**config.mk**
```make
export PLATFORM = sky130hd
export DESIGN_NAME = multicycle_main_fsm
export DESIGN_NICKNAME = d
export VERILOG_FILES = /design/src/rtl/mips_ctrl_pkg.sv /design/src/rtl/mips_next_state.sv /design/src/rtl/multicycle_main_fsm.sv
export SDC_FILE = /design/constraint.sdc
export NUM_CORES = 1
export LEC_CHECK = 0
export CORE_ASPECT_RATIO = 0.8
export CORE_MARGIN = 5
export CORE_UTILIZATION = 43
export DETAILED_ROUTE_END_ITERATION = 16
export PLACE_DENSITY = 0.83
export SETUP_SLACK_MARGIN = 0.4
export SYNTH_ARGS = -nofsm -noshare
export SYNTH_HDL_FRONTEND = slang
export SYNTH_HIERARCHICAL = 1
export SYNTH_SLANG_ARGS = --single-unit
```
**constraint.sdc**
```tcl
create_clock -name clk -period 1.4 [get_ports clk]
set_input_delay 0.21 -clock clk [delete_from_list [all_inputs] [get_ports clk]]
set_output_delay 0.21 -clock clk [all_outputs]
set_load 0.02 [all_outputs]
```
**src/rtl/mips_ctrl_pkg.sv**
```systemverilog
// -----------------------------------------------------------------------------
// mips_ctrl_pkg
// Shared definitions for the multi-cycle MIPS main control FSM:
//   - state_t     : FSM state encoding
//   - OP_*        : instruction opcodes (IR[31:26])
//   - SRCB_*      : alu_src_b mux encodings
//   - PCSRC_*     : pc_src mux encodings
//   - ALUOP_*     : ALU decoder control codes (zero-extended to ALUOP_W)
// -----------------------------------------------------------------------------
package mips_ctrl_pkg;

    typedef enum logic [3:0] {
        S_IDLE,
        S_FETCH,
        S_DECODE,
        S_MEMADR,
        S_MEMRD,
        S_MEMWB,
        S_MEMWR,
        S_RTYPE_EX,
        S_ALU_WB,
        S_BRANCH,
        S_ADDI_EX,
        S_JUMP
    } state_t;

    localparam logic [5:0] OP_RTYPE = 6'b000000;
    localparam logic [5:0] OP_LW    = 6'b100011;
    localparam logic [5:0] OP_SW    = 6'b101011;
    localparam logic [5:0] OP_ADDI  = 6'b001000;
    localparam logic [5:0] OP_BEQ   = 6'b000100;
    localparam logic [5:0] OP_BNE   = 6'b000101;
    localparam logic [5:0] OP_J     = 6'b000010;

    localparam logic [1:0] SRCB_REG     = 2'd0;
    localparam logic [1:0] SRCB_FOUR    = 2'd1;
    localparam logic [1:0] SRCB_IMM     = 2'd2;
    localparam logic [1:0] SRCB_IMM_SH2 = 2'd3;

    localparam logic [1:0] PCSRC_ALU    = 2'd0;
    localparam logic [1:0] PCSRC_ALUOUT = 2'd1;
    localparam logic [1:0] PCSRC_JUMP   = 2'd2;

    localparam logic [1:0] ALUOP_ADD   = 2'd0;
    localparam logic [1:0] ALUOP_SUB   = 2'd1;
    localparam logic [1:0] ALUOP_FUNCT = 2'd2;

endpackage

```
**src/rtl/mips_next_state.sv**
```systemverilog
// -----------------------------------------------------------------------------
// mips_next_state
// Combinational next-state logic and illegal-opcode decode for the
// multi-cycle main control FSM.
// Ports:
//   state      in   current FSM state
//   op         in   IR opcode field, stable from DECODE until next FETCH
//   mem_ready  in   memory access complete (used only when MEM_HS=1)
//   next_state out  state to load on the next clock edge
//   illegal    out  opcode not supported (meaningful only in DECODE)
// -----------------------------------------------------------------------------
module mips_next_state
    import mips_ctrl_pkg::*;
#(
    parameter bit MEM_HS = 1'b1,
    parameter bit EN_BNE = 1'b1
) (
    input  state_t      state,
    input  logic [5:0]  op,
    input  logic        mem_ready,
    output state_t      next_state,
    output logic        illegal
);

    logic mem_done;

    // Without the handshake the memory always finishes in one cycle.
    assign mem_done = MEM_HS ? mem_ready : 1'b1;

    always_comb begin
        // NOTE: defaults first so every path assigns every output and no latch is inferred.
        next_state = state;
        illegal    = 1'b0;
        case (state)
            S_IDLE:     next_state = S_FETCH;
            S_FETCH:    if (mem_done) next_state = S_DECODE;
            S_DECODE: begin
                case (op)
                    OP_RTYPE:     next_state = S_RTYPE_EX;
                    OP_LW, OP_SW: next_state = S_MEMADR;
                    OP_ADDI:      next_state = S_ADDI_EX;
                    OP_BEQ:       next_state = S_BRANCH;
                    OP_BNE: begin
                        if (EN_BNE) begin
                            next_state = S_BRANCH;
                        end else begin
                            next_state = S_FETCH;
                            illegal    = 1'b1;
                        end
                    end
                    OP_J:         next_state = S_JUMP;
                    default: begin
                        next_state = S_FETCH;
                        illegal    = 1'b1;
                    end
                endcase
            end
            // Only lw and sw reach MEMADR, so a single compare picks the path.
            S_MEMADR:   next_state = (op == OP_SW) ? S_MEMWR : S_MEMRD;
            S_MEMRD:    if (mem_done) next_state = S_MEMWB;
            S_MEMWB:    next_state = S_FETCH;
            S_MEMWR:    if (mem_done) next_state = S_FETCH;
            S_RTYPE_EX: next_state = S_ALU_WB;
            S_ADDI_EX:  next_state = S_ALU_WB;
            S_ALU_WB:   next_state = S_FETCH;
            S_BRANCH:   next_state = S_FETCH;
            S_JUMP:     next_state = S_FETCH;
            default:    next_state = S_IDLE;
        endcase
    end

endmodule

```
**src/rtl/multicycle_main_fsm.sv**
```systemverilog
// -----------------------------------------------------------------------------
// multicycle_main_fsm
// Moore control FSM for a multi-cycle MIPS datapath. Sequences each
// instruction through FETCH/DECODE/EXECUTE/MEM/WB and drives the datapath
// enables and mux selects.
// Ports:
//   clk        in   system clock, rising edge
//   rst        in   asynchronous active-low reset
//   op         in   IR[31:26]
//   zero       in   ALU zero flag, valid in BRANCH
//   mem_ready  in   memory access complete this cycle
//   mem_req    out  memory request, held until ready
//   iord       out  0 = address from PC, 1 = from ALUOut
//   ir_write   out  load IR
//   mem_write  out  store strobe
//   reg_write  out  register file write
//   reg_dst    out  1 = rd, 0 = rt
//   memto_reg  out  1 = MDR, 0 = ALUOut
//   alu_src_a  out  0 = PC, 1 = A
//   alu_src_b  out  0 = B, 1 = 4, 2 = SignImm, 3 = SignImm<<2
//   alu_op     out  ALU decoder control (0 add, 1 sub, 2 funct)
//   pc_src     out  0 = ALU result, 1 = ALUOut, 2 = jump target
//   pc_en      out  PC load enable
//   illegal_op out  one-cycle pulse on an unsupported opcode
// -----------------------------------------------------------------------------
module multicycle_main_fsm
    import mips_ctrl_pkg::*;
#(
    parameter int unsigned ALUOP_W = 2,
    parameter bit          MEM_HS  = 1'b1,
    parameter bit          EN_BNE  = 1'b1
) (
    input  logic               clk,
    input  logic               rst,
    input  logic [5:0]         op,
    input  logic               zero,
    input  logic               mem_ready,
    output logic               mem_req,
    output logic               iord,
    output logic               ir_write,
    output logic               mem_write,
    output logic               reg_write,
    output logic               reg_dst,
    output logic               memto_reg,
    output logic               alu_src_a,
    output logic [1:0]         alu_src_b,
    output logic [ALUOP_W-1:0] alu_op,
    output logic [1:0]         pc_src,
    output logic               pc_en,
    output logic               illegal_op
);

    state_t state;
    state_t next_state;
    logic   illegal;
    logic   fetch_done;
    logic   rtype_wb;   // 1 when ALU_WB was entered from RTYPE_EX

    assign fetch_done = MEM_HS ? mem_ready : 1'b1;

    mips_next_state #(
        .MEM_HS (MEM_HS),
        .EN_BNE (EN_BNE)
    ) u_next_state (
        .state      (state),
        .op         (op),
        .mem_ready  (mem_ready),
        .next_state (next_state),
        .illegal    (illegal)
    );

    always_ff @(posedge clk or negedge rst) begin
        if (!rst) begin
            state    <= S_IDLE;
            rtype_wb <= 1'b0;
        end else begin
            // NOTE: non-blocking assignments so every register samples pre-edge values.
            state <= next_state;
            if (state == S_RTYPE_EX) begin
                rtype_wb <= 1'b1;
            end else if (state == S_ADDI_EX) begin
                rtype_wb <= 1'b0;
            end
        end
    end

    always_comb begin
        mem_req    = 1'b0;
        iord       = 1'b0;
        ir_write   = 1'b0;
        mem_write  = 1'b0;
        reg_write  = 1'b0;
        reg_dst    = 1'b0;
        memto_reg  = 1'b0;
        alu_src_a  = 1'b0;
        alu_src_b  = SRCB_REG;
        alu_op     = ALUOP_W'(ALUOP_ADD);
        pc_src     = PCSRC_ALU;
        pc_en      = 1'b0;
        illegal_op = 1'b0;
        case (state)
            S_FETCH: begin
                mem_req   = 1'b1;
                alu_src_b = SRCB_FOUR;
                // IR and PC update only on the cycle the fetch completes.
                ir_write  = fetch_done;
                pc_en     = fetch_done;
            end
            S_DECODE: begin
                // Precompute the branch target into ALUOut.
                alu_src_b  = SRCB_IMM_SH2;
                illegal_op = illegal;
            end
            S_MEMADR: begin
                alu_src_a = 1'b1;
                alu_src_b = SRCB_IMM;
            end
            S_MEMRD: begin
                mem_req = 1'b1;
                iord    = 1'b1;
            end
            S_MEMWB: begin
                reg_write = 1'b1;
                memto_reg = 1'b1;
            end
            S_MEMWR: begin
                // Strobe held through the wait; memory commits on mem_ready.
                mem_req   = 1'b1;
                iord      = 1'b1;
                mem_write = 1'b1;
            end
            S_RTYPE_EX: begin
                alu_src_a = 1'b1;
                alu_op    = ALUOP_W'(ALUOP_FUNCT);
            end
            S_ALU_WB: begin
                reg_write = 1'b1;
                reg_dst   = rtype_wb;
            end
            S_ADDI_EX: begin
                alu_src_a = 1'b1;
                alu_src_b = SRCB_IMM;
            end
            S_BRANCH: begin
                alu_src_a = 1'b1;
                alu_op    = ALUOP_W'(ALUOP_SUB);
                pc_src    = PCSRC_ALUOUT;
                pc_en     = (op == OP_BNE) ? ~zero : zero;
            end
            S_JUMP: begin
                pc_src = PCSRC_JUMP;
                pc_en  = 1'b1;
            end
            default: ;
        endcase
    end

endmodule
```
==> results of run 1 <==
[worst max-delay path: stages, from the launching register on]
cell and delay [ps]:
dfrtp_2 500, buf_6 180, xnor2_2 130, nor3_1 200, buf_2 230
[registers in the layout, indices dropped and copies added, names as in the netlist]
register  count
rtype_wb      1
state         4
[power by group]
part,internal [W],total [W],switching [W],leakage [nW]
combinational,0.00102,0.00214,0.00112,0.551
clock,0.000108,0.000166,0.0000583,0.0150
sequential,0.000199,0.000317,0.000119,0.0597
total,0.00132,0.00263,0.00130,0.626
[area by class of cell]
class                           instances  area (um^2)  area share [%]
Multi-Input combinational cell         68          692            47.4
Clock buffer                            4         26.3            1.80
Timing Repair Buffer                   61          559            38.3
Sequential cell                         5          130            8.92
Tap cell                               22         27.5            1.89
Inverter                                5         23.8            1.63
[final timing paths]
path | endpoint | depth (start not counted)
max | alu_src_b[0] | 4
min | rtype_wb$_DFFE_PN0P_ | 1
max reg2reg | state[1]$_DFF_PN0_ | 4
min reg2reg | rtype_wb$_DFFE_PN0P_ | 3
max in group asynchronous | state[2]$_DFF_PN0_ | 1
min in group clk | state[1]$_DFF_PN0_ | 4
[stage by stage]
stage | power (W) | instance area [um^2]
2_1_floorplan | 0.00119 | 785
3_3_place_gp | 0.00181 | 1200
3_5_place_dp | 0.00187 | 1200
4_1_cts | 0.00220 | 1320
5_1_grt | 0.00273 | 1460
6_report | 0.00263 | 1460
[cells by family after synthesis]
logic type	synth area share, %
AO/OA/AOI/OAI	20.4
buffers and inverters	13.1
XOR/XNOR	3.76
flip-flops	17.9
AND/OR/NAND/NOR	40.1
multiplexers	4.66
[synth_stat cells, types with 3 or more instances]
library cell   n
nor2_1        15
a21oi_1        9
nor3_1         7
buf_6          5
dfrtp_1        5
inv_1          5
a211oi_1       3
nand2_1        3
nand2b_4       3
nor2b_1        3
[per-layer routing]
metal	vias to the layer above	GRT usage (%)
li1	420	-
met1	478	26.5
met2	71	43.6
met3	21	2.62
met4	0	18.0
met5	-	0
[cell usage in the layout, fill, tap and decap left out, drive strengths merged]
cell	instances
a2111oi	1
a211oi	3
a21oi	9
a221oi	1
a31oi	1
buf	51
clkbuf	7
clkdlybuf4s15	2
clkdlybuf4s50	3
dfrtp	5
dlygate4sd2	2
inv	5
mux2	2
mux2i	1
nand2	3
nand2b	3
nand3	1
nand3b	1
nand4b	1
nand4bb	1
nor2	16
nor2b	3
nor3	8
nor4	2
nor4b	3
o2111a	1
o211ai	1
o21a	1
o22ai	1
o31ai	1
xnor2	2
xor2	1
[repair_timing]
item / in CTS / in global routing
hold buffers: 0 / 0
endpoints found under the setup margin: 21 / 21
resized for setup: 122 / 27
setup buffers: 2 / 5
pin swaps: 11 / 8
==> results.cfg, run 1 <==
[status]
status = complete, but fails checks
violations = setup timing

[sta]
finalHoldViolCount = 0
worst_slack_ps = -296
fin_tns_setup_ps = -3250
worst_pin_slew_ps = 388
period_needed_ps = 1700
slew_headroom_pct = 74.1
hold_slack_ps = 182
fmax_ghz = 0.590
rsz0062_at_grt = yes
finalMaxSlewViolations = 0
min_period_over_period_pct = 121
finalSetupViolCount = 17
clock_skew_ps = 1.18

[synth]
yosys.area.top_type = dfrtp_1
synth_top_area_share_pct = 17.9
postSynth.asyncResetShare_pct = 100
syn_inst = 86
ys_seq_area_share_pct = 17.9
synth-edff-count = 0
synthFlopType = dfrtp_1
ys_ff_latch = 5
avgSynthCellArea_um2 = 8.12
yosys-top-cells-area = dfrtp_1 (18%), buf_6 (8.1%), nor2_1 (8.1%)
ys.warnings.count = 6
syn_nets = 96
synth_area_um2 = 698
ys_types = 35

[clocking]
cts_buffers = 3
clock_path_buffers = 2
path_clk_slew_ps = 40
htree_levels = 1
cts_tree = built
root_buffer = clkbuf_4
clk_latency_ps = 240
cts.sinks = 5

[detailed_routing]
wl_met3_um = 252
wl_mm = 3.54
dr.pass1.iters = 4
drt.antenna.violating_nets = 0
vias_per_cell = 6.00
dr_wl_met2_mm = 1.76
drt_iter0_markers = 51
top_layer = met4
via_count = 990
wl_met1_mm = 1.32
wl_per_cell_um = 21.5
drc_errors = 0

[placed_design]
placed_cells = 154
preCtsSetupSlack_ps = -933
place_congestion = 0.843
io_buffer_count = 25
hpwl_mm = 1.94

[floorplanning]
core_um2 = 1580
core.rowCount = 13
start_util_pct = 44.3
die_x_um = 55.1
die-area_um2 = 2530
dieHeight_um = 46.0
pin_count = 26

[power]
power_density_nw_per_um2 = 1800
worst_ir_drop_vdd_mv = 1.53
p_leak_nw = 0.626

[cells_and_area]
layout-drive-gt1-share_pct = 72.0
n_antenna_cell = 0
postLayoutCoreUtil_pct = 92.5
nets = 154
syn_to_final_growth_pct = 109
final_cells = 165
fill_cells = 60

[setup_path]
path_class = reg2out
critPathLaunchType = register
r2r_slack_ps = -60
timing.rr.start = state[0]$_DFF_PN0_
cp-startpoint = state[0]$_DFF_PN0_
cp-end-kind = primary output
worstPathMaxFanout = 8
required_ps = 1190
cp_data_arrival_time_ps = 1490

[grt]
grt_pass1_vias = 998
overflow = 0
grt_max_degree = 11
grt_util_all_layers_pct = 24.5
grt_antenna_before_repair = 0
grt_first_pass_wirelength_mm = 4.36

[job]
drv_cap = 0

[min_path]
hold_path.class = in2async
Power figures use the tool's default switching activity.
==> run 2, diff against run 1 <==
Settings changed: CELL_PAD_IN_SITES_DETAIL_PLACEMENT from default to 1, CELL_PAD_IN_SITES_GLOBAL_PLACEMENT from default to 1, CORE_ASPECT_RATIO 0.8 to 1.25, CORE_UTILIZATION 43 to 33, PLACE_DENSITY 0.83 to 0.88.
Clock period 1.4 ns to 2.2 ns, I/O delays scaled along.
==> run 2 against run 1 <==
Effect of this change: the run now ends clean; core utilization decreased by 36 points; register-to-register slack better by 720 ps; die area up 24%; hold slack gained 120 ps; clock-buffer cell count fell by 1; flip-flop and latch count did not move; cell area is 22% lower; first-iteration DRC count down 75%.
==> results.cfg, run 2 (same netlist as run 1, synthesis figures left out) <==
[cells_and_area]
largest_reg_flops = 4
final_cell_area_um2 = 1130
syn_to_final_growth_pct = 62.5
nets = 146
largestRegisters = state (4), rtype_wb (1)
final_common_cell = buf_4
n_antenna_cell = 0
multi_input_area_um2 = 510
final_cell_mix = buf_4 (30), nor2_1 (14), a21oi_1 (9), dlygate4sd2_1 (9), nor3_1 (6)
layout-drive-gt1-share_pct = 48.9
regMostFlops = state
final_cells = 155
regArea_um2 = 130
fill_cells = 257

[detailed_routing]
drc_errors = 0
vias_per_cell = 5.50
dr.pass1.iters = 4
wl_per_cell_um = 18.0
wl_mm = 2.79
via_count = 853
drt_iter0_markers = 13
drt.antenna.violating_nets = 0

[floorplanning]
start_util_pct = 34.8
die_x_um = 51.1
die-area_um2 = 3140
core.rowCount = 18
pin_count = 26
core_um2 = 2000
dieHeight_um = 61.4

[clocking]
clock_path_buffers = 2
cts.sinks = 5
cts_hold_buffers = 0
cts_tree = built
htree_levels = 1
root_buffer = clkbuf_4
path_clk_slew_ps = 50
clk_latency_ps = 250
cts_buffers = 3

[setup_path]
crit_path_frequent_cell = buf_4
cp_cell_sequence = buf_4, nor2_1, o2111a_1, nand2_1, nor3_2, buf_4
cp_top_family = flip-flops
timing.rr.start = state[2]$_DFF_PN0_
required_ps = 1870
critPathLaunchType = register
cp_data_arrival_time_ps = 1570
worstPathMaxFanout = 6
cp-startpoint = state[0]$_DFF_PN0_
cp-end-kind = primary output
cp_num_cells = 6
slowest_delay_ps = 460
path_class = reg2out
slowest_stage = dfrtp_2
reg2reg_depth = 6
critPathBufInv = 2

[grt]
overflow = 0
grt_util_all_layers_pct = 18.8
grt_antenna_before_repair = 0
grt_first_pass_wirelength_mm = 4.22
grt_max_degree = 11
grt_pass1_vias = 912

[sta]
fmax_ghz = 0.527
finalSetupViolCount = 0
hold_slack_ps = 303
period_needed_ps = 1900
min_period_over_period_pct = 86.2
finalHoldViolCount = 0
worst_pin_slew_ps = 330
rsz0062_at_grt = yes
slew_headroom_pct = 77.7
worst_slack_ps = 303
finalMaxSlewViolations = 0
clock_skew_ps = 5.01

[placed_design]
dpl_cell_area_um2 = 1040
placed_cells = 141
hpwl_mm = 1.90
preCtsSetupSlack_ps = -408
io_buffer_count = 25
place_congestion = 0.868

[power]
power_density_nw_per_um2 = 1130
worst_ir_drop_vdd_mv = 0.507
p_leak_nw = 0.523

[job]
drv_cap = 0

[min_path]
hold_path.class = in2async

[status]
status = completed
run 2: final cells by class:
type | count | share of cell area [%]
multi-input combinational | 68 | 45.0
sequential | 5 | 11.5
clock buffer | 3 | 1.98
tap | 20 | 2.21
clock inverter | 1 | 0.441
timing repair buffer | 53 | 37.3
inverter | 5 | 1.65
run 2: metrics by stage:
stage          TNS [ps]  power (W)  utilization, %
2_1_floorplan         0   0.000689               -
3_3_place_gp       -643   0.000995            52.0
3_5_place_dp       -713    0.00103            52.0
4_1_cts               0    0.00116            54.9
5_1_grt               0    0.00137            56.6
6_report              0    0.00129            56.6
run 2: worst reg2reg max path, cell delays in order, from the launching register on:
cell and delay (ps):
dfrtp_2 430, buf_12 150, buf_4 150, nor2b_1 170, a21oi_1 210, a21oi_1 120
a211oi_1 220
run 2: worst paths after layout:
path | end | slack [ps]
min in group clk | rtype_wb$_DFFE_PN0P_ | 570
worst min-delay path | rtype_wb$_DFFE_PN0P_ | 300
worst max-delay path | illegal_op | 300
worst max register to register | state[0]$_DFF_PN0_ | 660
worst min register to register | rtype_wb$_DFFE_PN0P_ | 570
max in group asynchronous | state[2]$_DFF_PN0_ | 1680
run 2: timing repair:
action | CTS | global route
endpoints found under the setup margin | 16 | 10
setup buffers | 6 | 4
gates resized for setup | 56 | 19
pin swaps | 3 | 2
run 2: where the power goes:
group,switching [W],internal [W],leakage [nW]
Clock,0.0000442,0.0000661,0.0177
Sequential,0.0000481,0.000127,0.0597
Combinational,0.000531,0.000471,0.446
Total,0.000623,0.000664,0.523
run 2: layer usage:
metal	global-route usage [%]	vias to the layer above	wire length, um
li1	-	405	-
met1	16.0	405	990
met2	40.0	39	1610
met3	2.42	4	140
met4	11.9	0	42
met5	0	-	0
==> run 3, diff against run 2 <==
Settings changed: PLACE_DENSITY 0.88 to 0.83.
==> run 3 against run 2 <==
Effect of this change: non-clock buffer count fell by 1; flip-flop and latch count did not move; combinational power fell by 11%; critical path depth did not move; die area did not move; sequential share of layout area rose by 0.33 points; sequential power fell by 8%; clock skew rose by 1.0 ps.
==> results.cfg, run 3 (same netlist as run 1, synthesis figures left out) <==
[status]
status = completed

[sta]
clock_skew_ps = 6.00
finalHoldViolCount = 0
finalSetupViolCount = 0
worst_pin_slew_ps = 297
slew_headroom_pct = 79.9
rsz0062_at_grt = yes
finalMaxSlewViolations = 0
fin_tns_setup_ps = 0
min_period_over_period_pct = 80.7
hold_slack_ps = 303
period_needed_ps = 1770
fmax_ghz = 0.563

[clocking]
cts_buffers = 3
htree_levels = 1
clk_latency_ps = 240
path_clk_slew_ps = 50
cts_hold_buffers = 0
cts_tree = built
root_buffer = clkbuf_4
clock_path_buffers = 2
cts.sinks = 5

[setup_path]
critPathBufInv = 2
cp-startpoint = state[3]$_DFF_PN0_
worstPathMaxFanout = 6
crit_path_frequent_cell = buf_4
cp_cell_sequence = buf_4, nor2_2, o2111a_1, nand2_1, nor3_2, buf_4
r2r_slack_ps = 720
slowest_stage = dfrtp_2
cp_top_family = flip-flops
cp-end-kind = primary output
cp_data_arrival_time_ps = 1440
reg2reg_depth = 6
slowest_delay_ps = 460
path_class = reg2out
critPathLaunchType = register
reg2reg_to = state[1]$_DFF_PN0_
timing.rr.start = state[0]$_DFF_PN0_
required_ps = 1870

[cells_and_area]
final_cell_mix = buf_4 (27), nor2_1 (14), a21oi_1 (9)
final_cells = 154
regMostFlops = state
postLayoutCoreUtil_pct = 54.5
largestRegisters = state (4), rtype_wb (1)
syn_to_final_growth_pct = 56.5
final_common_cell = buf_4
nets = 145
largest_reg_flops = 4
layout-drive-gt1-share_pct = 47.8
n_antenna_cell = 0

[grt]
grt_util_all_layers_pct = 15.7
grt_max_degree = 13
grt_pass1_vias = 853
grt_first_pass_wirelength_mm = 3.76
grt_antenna_before_repair = 0
overflow = 0

[job]
drv_cap = 0

[floorplanning]
core_um2 = 2000
die_x_um = 51.1
dieHeight_um = 61.4
pin_count = 26
die-area_um2 = 3140
start_util_pct = 34.8
core.rowCount = 18

[detailed_routing]
drc_errors = 0
drt_iter0_markers = 9
vias_per_cell = 5.27
via_count = 812
wl_per_cell_um = 15.7
drt.antenna.violating_nets = 0
wl_mm = 2.43
dr.pass1.iters = 4

[power]
worst_ir_drop_vdd_mv = 0.656
p_leak_nw = 0.504
power_density_nw_per_um2 = 1060

[placed_design]
placed_cells = 142
io_buffer_count = 25
place_congestion = 0.817
hpwl_mm = 1.79

[min_path]
hold_path.class = in2async
==> run 3: cell types whose count changed in the layout (fill, tap and decap cells not counted), sizes merged <==
| cell | before | now |
|---|---|---|
| clkinv | 1 | 0 |
| clkbuf | 6 | 8 |
| buf | 36 | 37 |
| dlygate4sd2 | 9 | 6 |
==> run 3: layer usage <==
layer | part of all wire, % | vias up | GRT usage (%)
met1 | 40 | 381 | 15.6
li1 | - | 407 | -
met4 | 0 | 0 | 6.54
met2 | 56 | 24 | 33.1
met5 | 0 | - | 0
met3 | 4.1 | 0 | 1.21
==> run 3: repair_timing <==
item	in CTS	in global routing
setup endpoints to repair	16	7
gates resized for setup	63	16
setup buffers	5	3
pin swaps	4	3
==> run 3: report_power, final <==
part | internal, W | leakage, nW | switching (W) | total [W]
registers | 0.000125 | 0.0611 | 0.0000362 | 0.000161
clock network | 0.0000686 | 0.0150 | 0.0000376 | 0.000106
logic | 0.000396 | 0.428 | 0.000496 | 0.000891
total | 0.000589 | 0.504 | 0.000569 | 0.00116
==> run 3: per-stage QoR <==
| stage | total power, W | setup WS, ps | instance area [um^2] |
|---|---|---|---|
| 6_report | 0.00116 | 425 | 1090 |
| 4_1_cts | 0.00113 | 313 | 1080 |
| 5_1_grt | 0.00124 | 354 | 1090 |
| 3_3_place_gp | 0.000998 | -346 | 1050 |
| 3_5_place_dp | 0.00103 | -401 | 1050 |
| 2_1_floorplan | 0.000689 | 392 | 704 |
==> run 3: final cells by class <==
type / instances / area, um^2
well taps: 20 / 25.0
multi-input cells: 68 / 503
clock buffers: 4 / 26.3
fillers: 252 / 912
repair buffers: 52 / 390
flip-flops and latches: 5 / 129
inverters: 5 / 18.8
==> run 3: worst register-to-register path: stages, from the launching register on <==
cell,delay (ps)
dfrtp_2,370
buf_4,150
buf_4,160
inv_1,90
nor4b_1,340
a31oi_1,110
a21oi_1,170
==> run 3: worst max-delay path by stage <==
stage | to | depth (start not counted)
floorplan | illegal_op | 4
global placement | illegal_op | 7
detailed placement | illegal_op | 7
CTS | illegal_op | 6
global route | illegal_op | 6
finish | illegal_op | 6
==> variant (flow settings as in run 3) <==
`ALUOP_W`: 2 -> 3.
--- a/src/rtl/multicycle_main_fsm.sv
+++ b/src/rtl/multicycle_main_fsm.sv
@@ -28,3 +28,3 @@
 #(
-    parameter int unsigned ALUOP_W = 2,
+    parameter int unsigned ALUOP_W = 3,
     parameter bit          MEM_HS  = 1'b1,
Ports: changed (resized alu_op); port bits go from 26 to 27. No check against the original RTL was run, so the function may have changed too.
==> variant against run 3 <==
Global-route usage is 2.0 points lower. Combinational power decreased by 2%. Core utilization up 1.4 points. Synthesized area up 1.6%. Cell area grew 3.7%. Total power grew 0.26%. Sequential cell count stayed put. Wire length decreased by 7.4%. Worst setup slack lost 100 ps. Highest routed layer unchanged.
==> variant: results (changes against run 3) <==
<table>
<tr><th>Metric</th><th>Value</th></tr>
<tr><th colspan="2">Global routing</th></tr>
<tr><td>Routing usage on met2</td><td>0.302 (-0.0297)</td></tr>
<tr><td>Largest net degree at the start of global routing</td><td>11 (-2)</td></tr>
<tr><td>Grt met3 use</td><td>0.0239 (+0.0118)</td></tr>
<tr><td>Wire length of the first global-routing pass</td><td>3410 um (-9.4%)</td></tr>
<tr><td>Met1 Resource Use GR</td><td>0.133 (-0.0229)</td></tr>
<tr><th colspan="2">Routing</th></tr>
<tr><td>Via/cell ratio</td><td>5.31 (+0.73%)</td></tr>
<tr><td>Wire length after detailed routing</td><td>2250 um (-7.4%)</td></tr>
<tr><td>Detailed route wirelength on metal3</td><td>131 um (+31%)</td></tr>
<tr><td>Detailed Route Iter0 Violations</td><td>4 (-5)</td></tr>
<tr><td>Wl on met1</td><td>848 um (-12%)</td></tr>
<tr><th colspan="2">Worst setup path</th></tr>
<tr><td>Slowest CP cell</td><td>dlygate4sd2_1</td></tr>
<tr><td>Largest fanout on the critical path</td><td>5 (-1)</td></tr>
<tr><td>Worst reg-to-reg setup slack</td><td>770 ps (+50 ps)</td></tr>
<tr><td>Number of cell instances on the worst register-to-register path</td><td>5 (-1)</td></tr>
<tr><td>Arrival time at the worst endpoint</td><td>1550 ps (+110 ps)</td></tr>
<tr><td>Crit path max-delay family</td><td>buffers and inverters</td></tr>
<tr><th colspan="2">Placed design</th></tr>
<tr><td>Final RePlAce weighted congestion</td><td>0.792 (-3.0%)</td></tr>
<tr><td>Cell area reported after detailed placement</td><td>1040 um^2 (-1.1%)</td></tr>
<tr><td>Detailed placement HPWL</td><td>1680 um (-6.1%)</td></tr>
<tr><td>Placement-stage worst setup slack</td><td>-411 ps (-10.2 ps)</td></tr>
<tr><th colspan="2">Power</th></tr>
<tr><td>Worst-case vdd ir drop</td><td>0.537 mV (-18%)</td></tr>
<tr><td>Static leakage power</td><td>0.514 nW (+1.9%)</td></tr>
<tr><th colspan="2">Final layout</th></tr>
<tr><td>Nets@finish</td><td>142 (-2.1%)</td></tr>
<tr><th colspan="2">Status</th></tr>
<tr><td>Result of the run</td><td>finished clean</td></tr>
<tr><th colspan="2">Synth</th></tr>
<tr><td>Largest cells by area after synthesis</td><td>dfrtp_1, buf_6, nor2_1</td></tr>
<tr><td>Parity-gate share of the synthesized area counting xor and xnor cells</td><td>0.0370 (-0.000597)</td></tr>
<tr><th colspan="2">Timing</th></tr>
<tr><td>Clock skew</td><td>4.70 ps (-1.30 ps)</td></tr>
<tr><td>Worst-case hold slack</td><td>308 ps (+4.98 ps)</td></tr>
</table>
[variant: changes by cell type in the layout (fill, tap and decap cells not counted), sizes merged]
cell | before | now
clkinv | 0 | 1
clkdlybuf4s50 | 3 | 2
dlygate4sd2 | 6 | 11
conb | 0 | 1
clkbuf | 8 | 6
clkdlybuf4s15 | 2 | 1
buf | 37 | 31
[variant: where the power goes]
group | internal, mW | switching (mW) | total [mW]
clock network | 0.0659 | 0.0402 | 0.106
registers | 0.127 | 0.0563 | 0.183
logic | 0.411 | 0.462 | 0.872
total | 0.603 | 0.558 | 1.16
[variant: final cells by class]
type                       count  area [um^2]  area share
timing repair buffer          48          389       0.344
clock buffer                   3         22.5      0.0199
inverter                       5         18.8      0.0166
clock inverter                 1         5.00     0.00442
sequential                     5          130       0.115
multi-input combinational     69          542       0.478
tap                           20         25.0      0.0221
[variant: repair_timing]
item,in CTS,in global routing
endpoints found under the setup margin,16,11
gates resized for setup,54,24
setup buffers,4,2
pin swaps,3,3
